===== src/rtl/boron_key_rev.sv =====
// boron_key_rev: BORON-80 round-key generator for the decryption path.
// Runs the forward key schedule to K_ROUNDS, then walks it back one key per
// accepted handshake, presenting K_ROUNDS first and K0 last.
module boron_key_rev #(
    parameter int unsigned ROUNDS = 25
) (
    input  logic        clk,
    input  logic        rst,
    input  logic        start,
    input  logic [79:0] master_key,
    input  logic        next,
    output logic [63:0] round_key,
    output logic [4:0]  round_idx,
    output logic        key_valid,
    output logic        busy,
    output logic        done
);

    localparam int unsigned KEY_W = 80;
    localparam int unsigned IDX_W = 5;
    localparam int unsigned RK_W  = 64;

    // S-box and its inverse, nibble 0 in the most significant position
    localparam logic [63:0] SBOX = 64'hE4B179CAD20F8536;
    localparam logic [63:0] SINV = 64'hA39E1DF4C572680B;

    typedef enum logic [1:0] {
        IDLE = 2'd0,
        FWD  = 2'd1,
        REV  = 2'd2,
        DONE = 2'd3
    } state_t;

    state_t             state_q, state_d;
    logic [KEY_W-1:0]   key_q, key_d;
    logic [IDX_W-1:0]   ctr_q, ctr_d;
    logic [IDX_W-1:0]   idx_q, idx_d;
    logic               valid_q, valid_d;
    logic               busy_q, busy_d;
    logic               done_q, done_d;
    logic [IDX_W-1:0]   ctr_inc;

    // Forward step: rotl 13, S-box low nibble, XOR round constant into [63:59]
    function automatic logic [KEY_W-1:0] f_step(input logic [KEY_W-1:0] k,
                                                input logic [IDX_W-1:0] rc);
        logic [KEY_W-1:0] t;
        t        = {k[66:0], k[79:67]};
        t[3:0]   = SBOX[4*(15-int'(t[3:0])) +: 4];
        t[63:59] = t[63:59] ^ rc;
        return t;
    endfunction

    // Inverse step: XOR round constant, inverse S-box, rotr 13
    function automatic logic [KEY_W-1:0] g_step(input logic [KEY_W-1:0] k,
                                                input logic [IDX_W-1:0] rc);
        logic [KEY_W-1:0] t;
        t        = k;
        t[63:59] = t[63:59] ^ rc;
        t[3:0]   = SINV[4*(15-int'(t[3:0])) +: 4];
        return {t[12:0], t[79:13]};
    endfunction

    assign ctr_inc = ctr_q + IDX_W'(1);

    // State and datapath registers
    always_ff @(posedge clk or negedge rst) begin
        if (!rst) begin
            state_q <= IDLE;
            key_q   <= '0;
            ctr_q   <= '0;
            idx_q   <= '0;
            valid_q <= 1'b0;
            busy_q  <= 1'b0;
            done_q  <= 1'b0;
        end else begin
            state_q <= state_d;
            key_q   <= key_d;
            ctr_q   <= ctr_d;
            idx_q   <= idx_d;
            valid_q <= valid_d;
            busy_q  <= busy_d;
            done_q  <= done_d;
        end
    end

    // Next-state and next-output logic
    always_comb begin
        state_d = state_q;
        key_d   = key_q;
        ctr_d   = ctr_q;
        idx_d   = idx_q;
        valid_d = valid_q;
        done_d  = 1'b0;

        case (state_q)
            IDLE: begin
                if (start) begin
                    key_d   = master_key;
                    ctr_d   = '0;
                    idx_d   = '0;
                    valid_d = 1'b0;
                    state_d = FWD;
                end
            end
            FWD: begin
                // ROUNDS forward steps, then one cycle to present the last key
                if (ctr_q == IDX_W'(ROUNDS)) begin
                    valid_d = 1'b1;
                    idx_d   = IDX_W'(ROUNDS);
                    state_d = REV;
                end else begin
                    key_d = f_step(key_q, ctr_inc);
                    ctr_d = ctr_inc;
                end
            end
            REV: begin
                if (valid_q && next) begin
                    if (idx_q == '0) begin
                        valid_d = 1'b0;
                        done_d  = 1'b1;
                        state_d = DONE;
                    end else begin
                        key_d = g_step(key_q, idx_q);
                        idx_d = idx_q - IDX_W'(1);
                    end
                end
            end
            DONE: begin
                state_d = IDLE;
            end
            default: begin
                state_d = IDLE;
            end
        endcase

        busy_d = (state_d != IDLE);
    end

    assign round_key = key_q[RK_W-1:0];
    assign round_idx = idx_q;
    assign key_valid = valid_q;
    assign busy      = busy_q;
    assign done      = done_q;

endmodule


===== config.mk =====
export PLATFORM = sky130hd
export DESIGN_NAME = boron_key_rev
export DESIGN_NICKNAME = d
export VERILOG_FILES = /design/src/rtl/boron_key_rev.sv
export SDC_FILE = /design/constraint.sdc
export NUM_CORES = 1
export LEC_CHECK = 0
export CORE_UTILIZATION = 25
export CTS_CLUSTER_DIAMETER = 200
export DETAILED_ROUTE_END_ITERATION = 10
export PLACE_DENSITY = 0.45
export SLEW_MARGIN = 20
export SYNTH_ARGS = -nofsm -noshare
export SYNTH_HDL_FRONTEND = slang
export SYNTH_SLANG_ARGS = --single-unit

===== constraint.sdc =====
create_clock -name clk -period 2.03 [get_ports clk]
set_input_delay 0.203 -clock clk [delete_from_list [all_inputs] [get_ports clk]]
set_output_delay 0.203 -clock clk [all_outputs]
set_load 0.05 [all_outputs]

==> flow_metrics.py <==
metrics = {
    "outcome": {
        "outcome": "finished, final reports clean",
    },
    "floorplan": {
        "initial_core_util_pct": 25.5,
        "dieArea_sq_um": 27200,
        "dieHeight_um": 165,
        "die_w_um": 165,
        "rows": 59,
        "ios": 156,
        "coreArea_sq_um": 26100,
    },
    "synthesis": {
        "avgSynthCellArea_sq_um": 10.0,
        "synth-seq-cells": 95,
        "synth_edf_count": 0,
        "synthFlopType": "dfrtp_1",
        "synthesis.area_sq_um": 6640,
        "synthArstFlopShare_pct": 100,
        "syn_inst": 663,
        "synth_cell_types": 57,
        "ys.warnings.count": 0,
        "seq_area_frac_synth_pct": 35.8,
        "synthesis.nets": 765,
    },
    "min_path": {
        "hp-class": "in -> async",
    },
    "sta": {
        "slew_headroom_pct": 64.2,
        "worst_pin_slew_ns": 0.536,
        "report.final.hold_viol_count": 0,
        "fin_crit_ns": 1.98,
        "worst_slack_ns": 0.0540,
        "finalClockSkew_ns": 0.00927,
        "slew_violations": 0,
        "post-route-period-util_pct": 97.3,
        "finalSetupViolCount": 0,
        "clock.fmax_mhz": 506,
        "fin_setup_tns_ns": 0,
    },
    "worst_setup_path": {
        "end_kind": "flop",
        "path_common_cell": "buf_4",
        "max_stage_delay_ns": 0.39,
        "start_kind": "flop",
        "crit_slowest_cell": "dfrtp_1",
        "criticalPathCategory": "reg -> reg",
        "crit_chain": "buf_4, ha_4, a211oi_4, and3_4, buf_4, buf_16, mux2_4",
        "arrival_ns": 2.21,
        "worstPathMaxFanout": 7,
        "cp.required_ns": 2.27,
    },
    "detailed_routing": {
        "routed.top_layer": "met5",
        "vias": 5355,
        "ant_nets": 0,
        "drtIter0Drc": 299,
        "wl_met2_mm": 9.62,
        "wl_per_cell_um": 19.1,
        "wirelength_met1_mm": 10.6,
        "firstDrtPassIters": 6,
        "drc": 0,
        "totalWireLength_mm": 21.5,
        "vias_per_cell": 4.75,
        "dr_wl_met3_mm": 1.13,
    },
    "final_layout": {
        "final_common_cell": "clkdlybuf4s50_1",
        "fin_nets": 891,
        "drive_above_1_share_pct": 23.5,
        "n_antenna_cell": 0,
        "layout_common_cells": "clkdlybuf4s50_1 (148), dfrtp_1 (92), nor2_1 (76), a21oi_1 (70), mux2_4 (69)",
        "syn_to_final_growth_pct": 34.7,
        "final_core_util_pct": 34.3,
    },
    "clock_tree": {
        "cts_buffer_depth": 2,
        "h-tree-depth": 3,
        "cts-buffers-inserted": 9,
        "numClockSinks": 95,
        "clk_pin_slew_ns": 0.07,
        "clock_latency_ns": 0.35,
        "ctsRootBufferMaster": "clkbuf_16",
        "cts_tree": "yes",
    },
    "run": {
        "cap_violations": 0,
    },
    "grt": {
        "grt_usage_pct": 15.7,
        "grt_max_degree": 65,
        "overflow": 0,
        "grt_first_pass_wirelength_mm": 31.8,
        "grt_pass1_vias": 5291,
        "antenna_found_initial": 1,
    },
    "place": {
        "routabilityCongestion": 0.840,
        "place_hpwl_mm": 15.3,
        "place_worst_setup_slack_ns": -0.0731,
        "port_buffers": 155,
    },
}
-- per-layer routing --
metal | global-route usage, % | vias up
met5 | 0 | -
met4 | 2.79 | 2
met3 | 4.04 | 10
met2 | 23.7 | 157
met1 | 22.5 | 2605
li1 | - | 2581
-- sequential cells by signal, summed over array words and instances, names as in the netlist --
signal and cells:
key_q 80, busy 1, key_valid 1, ctr_q 5, done 1, round_idx 5
state_q 2
-- synth_stat cells (all sizes together) (12+ instances only) --
| cell | number | area share [%] |
|---|---|---|
| a21oi | 70 | 5.3 |
| a22oi | 66 | 7.5 |
| buf | 84 | 11 |
| clkbuf | 28 | 1.6 |
| dfrtp | 95 | 36 |
| ha | 18 | 3.4 |
| inv | 23 | 1.3 |
| mux2 | 71 | 16 |
| mux2i | 12 | 1.8 |
| nand2 | 23 | 1.3 |
| nor2 | 77 | 4.4 |
| o21ai | 16 | 1.2 |
-- per-stage QoR --
stage	cells	area, sq um	hold slack [ns]
after floorplan	663	6650	-0.0926
after global placement	1095	8320	0.207
after detailed placement	1095	8320	0.216
after CTS	1111	8620	0.434
after global routing	1128	8940	0.446
final	1128	8940	0.421
-- timing repair --
action	4_1_cts	5_1_grt
hold buffers	1	0
endpoints found under the hold margin	33	0
cloned	0	6
gates resized for setup	4	20
pin swaps	0	4
setup buffers	0	11
setup endpoints to repair	52	65
-- worst paths after layout --
path / slack [ns] / cells after the start / startpoint / to
setup / recovery: 0.05 / 7 / state_q[0] / key_q[58]
hold / removal: 0.42 / 2 / rst / key_q[3]
setup reg to reg: 0.05 / 7 / state_q[0] / key_q[58]
hold reg to reg: 0.54 / 2 / key_valid / key_valid
max in group asynchronous: 0.92 / 3 / rst / key_valid
min in group clk: 0.54 / 2 / key_valid / key_valid
-- worst max-delay path, delay by kind of cell (launching register included) --
family / cells / cell delay, ns
buffers and inverters: 3 / 0.46
multiplexers: 1 / 0.30
adder cells (fa/ha/maj): 1 / 0.17
AND/OR/NAND/NOR: 1 / 0.31
AO/OA/AOI/OAI: 1 / 0.23
flip-flops: 1 / 0.39
-- layout make-up --
cell class / count / area, sq um
clock buffer: 12 / 236
clock inverter: 3 / 43.8
fill: 2696 / 17100
inverter: 23 / 86.3
multi-input combinational: 434 / 3470
sequential: 95 / 2380
tap: 335 / 419
timing repair buffer: 226 / 2300
-- logic make-up after synthesis --
group | synth area share, %
xor gates and xnor gates | 1.85
AOI/OAI and AO/OA | 18.9
muxes | 17.8
adders and majority gates | 3.39
DFF | 35.8
and+or+nand+nor | 8.78
buffers and inverters | 13.5
Power is left out: the tool's default activity adds up to more than one toggle a clock period on the data nets, which glitch-free logic cannot reach.
